[config.mk]
export PLATFORM = sky130hd
export DESIGN_NAME = alu_arbiter
export DESIGN_NICKNAME = d
export VERILOG_FILES = /design/src/rtl/alu_arbiter.sv
export SDC_FILE = /design/constraint.sdc
export NUM_CORES = 1
export LEC_CHECK = 0
export CAP_MARGIN = 30
export CORE_MARGIN = 5
export CORE_UTILIZATION = 38
export CTS_BUF_LIST = sky130_fd_sc_hd__clkbuf_16
export DETAILED_ROUTE_END_ITERATION = 10
export GPL_TIMING_DRIVEN = 0
export PLACE_DENSITY = 0.8
export SETUP_SLACK_MARGIN = 0.05
export SLEW_MARGIN = 10
export SYNTH_ARGS = -nofsm -noshare
export SYNTH_HDL_FRONTEND = slang
export SYNTH_SLANG_ARGS = --single-unit
[constraint.sdc]
create_clock -name clk -period 1.7 [get_ports clk]
set_clock_uncertainty 0.1 [all_clocks]
set_input_delay 0.34 -clock clk [delete_from_list [all_inputs] [get_ports clk]]
set_output_delay 0.34 -clock clk [all_outputs]
set_load 0.05 [all_outputs]
[src/rtl/alu_arbiter.sv]
// alu_arbiter: two-requester round-robin front end for a single shared ALU.
// One operation in flight at a time. It is granted in IDLE, driven onto the
// ALU in ISSUE, held in CAPTURE while the ALU's registered carry settles, and
// returned to the consumer in RESP with valid/ready handshaking.
//
// Ports
//   clk, rst_n                   clock, async active-low reset
//   reqN_valid / reqN_ready      request handshake (ready is combinational, IDLE only)
//   reqN_a/b/op/sh_amt/shift_src request operands
//   alu_a/b/op/sh_amt/shift_src  registered operands to the shared ALU
//   alu_result/neg/zero/carry    ALU outputs (carry is registered inside the ALU)
//   rsp_valid / rsp_ready        response handshake
//   rsp_id/result/neg/zero/carry captured response
module alu_arbiter #(
  parameter bit FIRST_PRIO = 1'b0
) (
  input  logic        clk,
  input  logic        rst_n,
  input  logic        req0_valid,
  input  logic        req1_valid,
  output logic        req0_ready,
  output logic        req1_ready,
  input  logic [31:0] req0_a,
  input  logic [31:0] req1_a,
  input  logic [31:0] req0_b,
  input  logic [31:0] req1_b,
  input  logic [2:0]  req0_op,
  input  logic [2:0]  req1_op,
  input  logic [4:0]  req0_sh_amt,
  input  logic [4:0]  req1_sh_amt,
  input  logic        req0_shift_src,
  input  logic        req1_shift_src,
  output logic [31:0] alu_a,
  output logic [31:0] alu_b,
  output logic [2:0]  alu_op,
  output logic [4:0]  alu_sh_amt,
  output logic        alu_shift_src,
  input  logic [31:0] alu_result,
  input  logic        alu_neg,
  input  logic        alu_zero,
  input  logic        alu_carry,
  output logic        rsp_valid,
  input  logic        rsp_ready,
  output logic        rsp_id,
  output logic [31:0] rsp_result,
  output logic        rsp_neg,
  output logic        rsp_zero,
  output logic        rsp_carry
);

  typedef enum logic [1:0] {IDLE, ISSUE, CAPTURE, RESP} state_t;

  state_t state, state_nxt;
  logic   prio;     // requester that wins a tie
  logic   owner;    // requester of the operation in flight
  logic   gnt_any;
  logic   gnt_id;
  logic   grant;

  // Tie goes to prio; otherwise whichever one is asking.
  always_comb begin
    gnt_any = req0_valid | req1_valid;
    gnt_id  = (req0_valid & req1_valid) ? prio : req1_valid;
  end

  // Gated by rst_n so no grant is visible while reset is held.
  assign grant      = rst_n && (state == IDLE) && gnt_any;
  assign req0_ready = grant && !gnt_id;
  assign req1_ready = grant &&  gnt_id;
  assign rsp_valid  = (state == RESP);

  always_ff @(posedge clk or negedge rst_n) begin
    if (!rst_n) state <= IDLE;
    else        state <= state_nxt;
  end

  always_comb begin
    state_nxt = state;
    unique case (state)
      IDLE:    if (gnt_any) state_nxt = ISSUE;
      ISSUE:   state_nxt = CAPTURE;
      CAPTURE: state_nxt = RESP;
      RESP:    if (rsp_ready) state_nxt = IDLE;
      default: state_nxt = IDLE;
    endcase
  end

  // Operands are loaded only on a grant, so the ALU inputs hold steady through
  // CAPTURE, RESP and the following IDLE.
  always_ff @(posedge clk or negedge rst_n) begin
    if (!rst_n) begin
      prio          <= FIRST_PRIO;
      owner         <= 1'b0;
      alu_a         <= '0;
      alu_b         <= '0;
      alu_op        <= '0;
      alu_sh_amt    <= '0;
      alu_shift_src <= 1'b0;
    end else if (state == IDLE && gnt_any) begin
      prio          <= ~gnt_id;
      owner         <= gnt_id;
      alu_a         <= gnt_id ? req1_a         : req0_a;
      alu_b         <= gnt_id ? req1_b         : req0_b;
      alu_op        <= gnt_id ? req1_op        : req0_op;
      alu_sh_amt    <= gnt_id ? req1_sh_amt    : req0_sh_amt;
      alu_shift_src <= gnt_id ? req1_shift_src : req0_shift_src;
    end
  end

  // Capture at the end of CAPTURE: by then the ALU's registered carry reflects
  // the operands issued one edge earlier.
  always_ff @(posedge clk or negedge rst_n) begin
    if (!rst_n) begin
      rsp_id     <= 1'b0;
      rsp_result <= '0;
      rsp_neg    <= 1'b0;
      rsp_zero   <= 1'b0;
      rsp_carry  <= 1'b0;
    end else if (state == CAPTURE) begin
      rsp_id     <= owner;
      rsp_result <= alu_result;
      rsp_neg    <= alu_neg;
      rsp_zero   <= alu_zero;
      rsp_carry  <= alu_carry;
    end
  end

endmodule

* Yosys cells after proc, flatten, opt, wreduce, memory -nomap -nowiden *
Cells that the tools add are included.

storage, ports and cells
  flip-flop bits (word level) = 113
  output and inout port bits = 112
  word-level logic and storage cells = 38

operators by class
  bitwise gates (word level) = 3
  equal/unequal tests = 5
  reduce and logical (&&, ||, !) cells = 8
  mux-type cells = 9

operator list
  kind                  count
  $mux W32              2
  $pmux W2 S4           1
  $logic_and A1 B1 Y1   5
  $mux W5               1
  $eq A2 B2 Y1 const B  2
  $mux W2               2
  $mux W3               1
  $eq A2 B1 Y1 const B  1
  $logic_not A2 Y1      1
  $mux W1               2
  $ne A2 B1 Y1 const B  1
  $ne A2 B2 Y1 const B  1
  $reduce_and A2 Y1     1
  $and A1 B1 Y1         1
  $logic_not A1 Y1      1
  $not A1 Y1            1
  $or A1 B1 Y1          1

* Depth between registers and ports, before layout *
Gate-level depths: netlist (run 1).

  word-level depth = 4
  gate-level depth with buffers = 7

* Worst setup path before layout (run 1) *
OpenSTA, ideal clock, no wires.

  path type = register to output
  start point = register state[0]
  end point = output req0_ready
  arrival = 1,474 ps
  setup slack = -214 ps
  stages on the path, launching flop included = 6
  cell sequence = dfrtp_1 inv_1 ha_1 o21a_2 buf_4 and3b_1

on the way
  word-level cells in the longest chain between the ends = 4

ends and longest elaborated chain
  element                           line  text
  start, declared                   53    state_t state, state_nxt;
  start signal, assigned            74    else state <= state_nxt;
  $logic_not A2 Y1                  67    assign grant = rst_n && (state == IDLE) && gnt_any;
  $logic_and A1 B1 Y1 (2 in a row)  67
  $logic_and A1 B1 Y1               68    assign req0_ready = grant && !gnt_id;
  end, declared                     21    output logic req0_ready,

No other way between the ends.

* Worst setup path after layout (run 1) *
  start point = register state[1]
  end point = output req0_ready

The elaborated chain is that of the path after synthesis.

==> results_dict.tcl, run 1 <==
set metrics [dict create \
    synth-simple-area-share_pct 13.2 \
    post_drt_via_cell_ratio 5.42 \
    crit_arrival_ns 1.63 \
    cap_violations 0 \
    ys_warn_count 0 \
    crit_required_ns 1.26 \
    max_freq_ghz 0.483 \
    violations "hold timing, setup timing" \
    syn_area_per_cell_um2 10.0 \
    die_w_um 127 \
    grt.total_usage_pct 24.9 \
    status "finished, violations left" \
    clkSlewWorstSetupHoldPaths_ns 0.05 \
    final_antenna_net_count 0 \
    worstReg2RegStart "state[1]" \
    wl_per_cell_um 20.1 \
    max-vdd-ir-drop_mv 1.58 \
    cts_tree "yes" \
    nNetsFinal 1041 \
    dieArea_um2 16000 \
    num_vias 5640 \
    cp-start-kind "flip-flop" \
    crit_path_end_kind "output port" \
    fin_crit_ns 2.07 \
    rsz0062_at_grt "true" \
    fp-row-count 42 \
    antenna_found_initial 0 \
    coreArea_um2 13300 \
    yosysTopAreaCell "dfrtp_1" \
    cp_slowest_cell "dfrtp_1" \
    finish.utilization_pct 71.8 \
    fin_area_um2 9540 \
    netlist.area_leader.share_pct 54.8 \
    fin_ws_ns -0.369 \
    drive_gt1_share_pct 30.4 \
    synth_cells 514 \
    cp_common_cell "buf_8" \
    path_max_fanout 2 \
    clock_sinks 113 \
    r2r_end "state[0]" \
    place.gp.congestion 0.883 \
    drv_slew 0 \
    worstSetupPathType "reg -> out" \
    final_hold_viol_count 50 \
    path_cells "inv_2 > ha_4 > o21a_4 > buf_8 > and3b_2 > buf_8" \
    io_buffers 297 \
    ys_types 23 \
    dpl_cell_area_um2 8400 \
    root_buffer "clkbuf_16" \
    cts_buffers 17 \
    period_share_pct 122 \
    r2r_slack_ns 0.03 \
    grt-ovfl-total 0 \
    drtPass1Iterations 5 \
    clock_latency_ns 0.41 \
    finalSetupViolCount 3 \
    syn_nets 703 \
    worst_r2r_path_depth 7 \
    drc_errors 0 \
    cpPeakStageDelay_ns 0.39 \
    synthXorXnorAreaFrac_pct 0 \
    leakagePower_nw 3.90 \
    final_cells 1041 \
    seq_area_frac_synth_pct 54.8 \
    power.density_nw_per_um2 2190 \
    dr.first_iter.drc_count 365 \
    hold_slack_ns -0.261 \
    synthesis.area_um2 5160 \
    fp.dieH_um 127 \
    initial_utilization_pct 38.8 \
    dp_slack_ns -1.15 \
    synth_compound_area_share_pct 16.8 \
    grt_start_max_net_pins 53 \
    max-slew-margin-rel_pct 68.8 \
    grt_pass1_vias 5909 \
    synthAdderAreaFrac_pct 0.728 \
    grt_pass1_wl_um 31500 \
    n_antenna_cell 0 \
    synth.area.mux_share_pct 8.08 \
    cts_buffer_depth 2 \
    synth_seq_cells 113 \
    area_growth_pct 85.0 \
    tightest_slew_ns 0.468 \
    dp_hpwl_um 14800 \
    synth_top_family_by_area "compound AO/OA/AOI/OAI gates" \
    boundaryPins 298 \
    dpl.cell_count 988 \
    synth_area_leaders "dfrtp_1 (55%), a31oi_1 (9.0%), mux2_2 (8.1%)" \
    h-tree-depth 4 \
    hp-class "in -> async" \
    drt_wl_total_um 20900 \
]
report_power, final:
group | switching [mW] | total, mW | leakage (nW) | internal (mW)
clock | 1.22 | 3.49 | 0.296 | 2.26
sequential | 0.814 | 4.91 | 1.28 | 4.10
combinational | 7.91 | 12.5 | 2.33 | 4.54
total | 9.95 | 20.9 | 3.90 | 10.9
cell usage after synthesis:
master and instances:
a21oi_1 2, a31oi_1 74, and3_1 1, and3b_1 1, buf_2 24, buf_4 17, buf_6 3, clkbuf_1 8
dfrtp_1 113, ha_1 3, inv_1 3, inv_2 1, mux2_2 37, nand2b_1 1, nand3_1 73, nor2_1 75
nor2b_1 1, nor2b_2 1, o21a_2 1, o21ai_0 23, o21ai_1 50, o2bb2ai_1 1, o32a_1 1
area by class of cell:
cell class	instances	area, um2
buffer	52	437
clock buffer	17	425
clock inverter	15	150
fill	934	3750
inverter	4	15.0
multi-input combinational	345	2120
sequential	113	2830
tap	176	220
timing repair buffer	319	3340
cell families (layout without fill, tap and decap cells):
group | after synthesis | count (layout)
and+or+nand+nor | 153 | 153
muxes | 37 | 37
buffers and inverters | 56 | 407
DFF | 113 | 113
adders and majority gates | 3 | 3
AOI/OAI and AO/OA | 152 | 152
how the worst max path moves through the flow:
stage,startpoint,to,slack [ns]
4_1_cts,state[0],req0_ready,-0.34
3_3_place_gp,rst_n,req0_ready,-4.81
2_1_floorplan,state[1],req0_ready,-0.008
6_report,state[1],req0_ready,-0.37
3_5_place_dp,req0_valid,req0_ready,-1.15
5_1_grt,state[0],req0_ready,-0.41
sequential cells by signal (all words and copies together), names as in the netlist:
name           cells
alu_a             32
alu_b             32
rsp_result        32
alu_sh_amt         5
alu_op             3
state              2
alu_shift_src      1
owner              1
prio               1
rsp_carry          1
rsp_id             1
rsp_neg            1
rsp_zero           1
timing repair:
item / 4_1_cts / 5_1_grt
buffers inserted: 10 / 11
gates cloned: 1 / 3
resized for setup: 373 / 60
pin swaps: 1 / 4
endpoints found under the setup margin: 145 / 98
hold endpoints to repair: 50 / 50
per-layer routing:
layer	wire, um	global-route usage, %	vias up
met4	1050	13.8	0
met1	7780	29.0	2701
met3	1640	7.31	74
met5	0	0	-
met2	10500	41.2	317
li1	-	-	2548
placed cells by master, fill, tap and decap left out, drive strengths merged, types with 2 or more instances in the layout:
cell type | synthesis | routed
clkdlybuf4s50 | 0 | 182
dfrtp | 113 | 113
clkdlybuf4s15 | 0 | 103
nor2 | 75 | 75
a31oi | 74 | 74
nand3 | 73 | 73
o21ai | 73 | 73
buf | 44 | 72
mux2 | 37 | 37
clkbuf | 8 | 27
clkinv | 0 | 11
inv | 4 | 5
ha | 3 | 3
bufinv | 0 | 3
dlygate4sd2 | 0 | 2
nor2b | 2 | 2
a21oi | 2 | 2
worst max-delay path: cells and delay by family (launching register included):
| kind | cells | cell delay [ns] |
|---|---|---|
| fa+ha+maj | 1 | 0.16 |
| simple gates | 1 | 0.22 |
| compound gates | 1 | 0.12 |
| buf+inv | 3 | 0.33 |
| flops | 1 | 0.39 |
per-stage QoR:
stage | TNS [ns] | total power [mW]
3_5_place_dp | -20.08 | 16.7
3_3_place_gp | -488.57 | 16.4
6_report | -0.688 | 20.9
2_1_floorplan | -0.00788 | 12.4
4_1_cts | -0.613 | 20.2
5_1_grt | -0.843 | 21.8
No activity file was read; power rests on OpenSTA's default activity.
==> run 2: changes to the inputs <==
Settings changed: CELL_PAD_IN_SITES_DETAIL_PLACEMENT from default to 1, CELL_PAD_IN_SITES_GLOBAL_PLACEMENT from default to 2, CORE_UTILIZATION 38 to 21, CTS_CLUSTER_DIAMETER from default to 60, PLACE_DENSITY 0.8 to default, PLACE_DENSITY_LB_ADDON from default to 0.25.
==> run 2 against run 1 <==
The run still ends with hold timing, setup timing left; final cell count increased by 14%; via count decreased by 4.5%; critical path type unchanged; wire length increased by 11%; highest routed layer unchanged; register-to-register slack improved by 0.06 ns; combinational power about the same; clock-buffer cell count unchanged; design area increased by 0.31%; sequential power decreased by 0.8%; flip-flop and latch count unchanged; die area increased by 74%; worst hold slack got worse by 0.046 ns; largest power group unchanged; total power decreased by 0.94%.
==> results_dict.tcl, run 2 (same netlist as run 1, synthesis figures left out) <==
set metrics [dict create \
    worst_r2r_path_depth 6 \
    final_common_cell "clkdlybuf4s50_1" \
    power.density_nw_per_um2 2160 \
    cp-start-kind "flip-flop" \
    clock_latency_ns 0.41 \
    critPathTopFamily "flip-flops" \
    cap_violations 0 \
    fp.dieH_um 167 \
    path_cells "inv_2 > ha_4 > o21a_4 > buf_12 > and3b_2 > buf_8" \
    boundaryPins 298 \
    grt_pass1_wl_um 35600 \
    layout_common_cells "clkdlybuf4s50_1 (182), dfrtp_1 (113), clkdlybuf4s15_2 (93), nor2_1 (74), a31oi_1 (74)" \
    root_buffer "clkbuf_16" \
    cts_buffers 17 \
    dieArea_um2 27800 \
    period_share_pct 121 \
    fin_ws_ns -0.351 \
    nNetsFinal 1033 \
    area_growth_pct 85.6 \
    worstReg2RegStart "state[0]" \
    cpPeakStageDelay_ns 0.37 \
    finalSetupTns_ns -0.667 \
    path_max_fanout 2 \
    crit_required_ns 1.26 \
    final_hold_viol_count 55 \
    drc_errors 0 \
    crit_path_end_kind "output port" \
    top_regs "alu_a: 32 flops, alu_b: 32 flops, rsp_result: 32 flops" \
    io_buffers 297 \
    fillers 2739 \
    final_antenna_net_count 0 \
    wl_per_cell_um 19.6 \
    dr.first_iter.drc_count 248 \
    worstSetupPathType "reg -> out" \
    num_vias 5387 \
    antenna_found_initial 2 \
    cts_buffer_depth 2 \
    status "finished, violations left" \
    grt.total_usage_pct 16.3 \
    place.gp.congestion 0.797 \
    worst-path-stages 6 \
    cts_tree "yes" \
    h-tree-depth 4 \
    drive_gt1_share_pct 29.2 \
    clkSlewWorstSetupHoldPaths_ns 0.06 \
    grt_start_max_net_pins 61 \
    drt_wl_total_um 23200 \
    power.total_mw 20.7 \
    fp-row-count 57 \
    dp_hpwl_um 17300 \
    grt_pass1_vias 5994 \
    critPathCapture "req0_ready" \
    fin_crit_ns 2.05 \
    crit_arrival_ns 1.61 \
    clock_sinks 113 \
    coreArea_um2 24200 \
    drtPass1Iterations 4 \
    cp_slowest_cell "dfrtp_1" \
    dp_slack_ns -1.19 \
    die_w_um 167 \
    hp-class "in -> async" \
    initial_utilization_pct 21.3 \
    cp-startpoint "state[1]" \
    rsz0062_at_grt "true" \
    max_freq_ghz 0.488 \
    leakagePower_nw 3.83 \
    violations "hold timing, setup timing" \
    finalSetupViolCount 3 \
    regArea_um2 2830 \
    r2r_end "state[1]" \
    multi_input_area_um2 2050 \
    tightest_slew_ns 0.530 \
    r2r_slack_ns 0.09 \
    max-slew-margin-rel_pct 64.7 \
    hold_slack_ns -0.307 \
    cp_num_buf_inv 3 \
    finish.utilization_pct 39.5 \
    post_drt_via_cell_ratio 4.55 \
    grt-ovfl-total 0 \
    drv_slew 0 \
    max-vdd-ir-drop_mv 1.14 \
]
[run 2: cell count changes in the layout (fill, tap and decap cells not counted), moves of 4 or more]
| cell | delta |
|---|---|
| buf_4 | -6 |
| clkdlybuf4s18_2 | +8 |
| clkdlybuf4s15_2 | -10 |
| a31oi_1 | +4 |
| buf_8 | -5 |
| buf_12 | +4 |
| clkbuf_4 | +4 |
[run 2: power by group]
group	total [mW]	internal (mW)	switching [mW]
Clock	3.63	2.29	1.34
Sequential	4.87	4.09	0.776
Combinational	12.2	4.34	7.81
Total	20.7	10.7	9.93
[run 2: layout make-up]
class | instances | area share (%)
clock buffer | 17 | 4.44
clock inverter | 15 | 1.75
timing repair buffer | 311 | 33.7
sequential | 113 | 29.5
antenna | 2 | 0.0523
inverter | 4 | 0.157
tap | 324 | 4.23
multi-input combinational | 345 | 21.4
buffer | 52 | 4.69
[run 2: metrics by stage]
stage / instances / instance area, um2
6_report: 1183 / 9570
5_1_grt: 1183 / 9570
4_1_cts: 1176 / 9480
3_5_place_dp: 1136 / 8580
3_3_place_gp: 1135 / 8550
2_1_floorplan: 514 / 5170
[run 2: routing by layer]
layer	GRT usage, %	up-vias	routed length [um]
met5	0	-	0
li1	-	2529	-
met4	4.80	0	358
met1	19.8	2676	9680
met3	3.98	24	1050
met2	28.8	158	12100
[run 2: repair_timing]
| item | in CTS | in global routing |
|---|---|---|
| pin swaps | 1 | 2 |
| setup endpoints to repair | 211 | 102 |
| gates cloned | 0 | 1 |
| buffers inserted | 8 | 5 |
| hold endpoints to repair | 55 | 55 |
| resized for setup | 380 | 49 |
[run 2: worst min-delay path by stage]
stage,start,end,slack [ns],cells after the start
floorplan,rst_n,alu_a[0],-0.06,0
global placement,rsp_result[29],rsp_result[29],0.39,1
detailed placement,rst_n,alu_a[25],0.26,1
CTS,rst_n,alu_a[25],-0.30,1
global route,rst_n,alu_a[21],-0.29,1
finish,rst_n,alu_a[25],-0.31,1
==> run 3: changes to the inputs <==
Settings changed: ABC_CLOCK_PERIOD_IN_PS from default to 1700, SLEW_MARGIN 10 to 20.
==> results of run 3 <==
Final layout, timing and power as in run 2 (identical DEF).
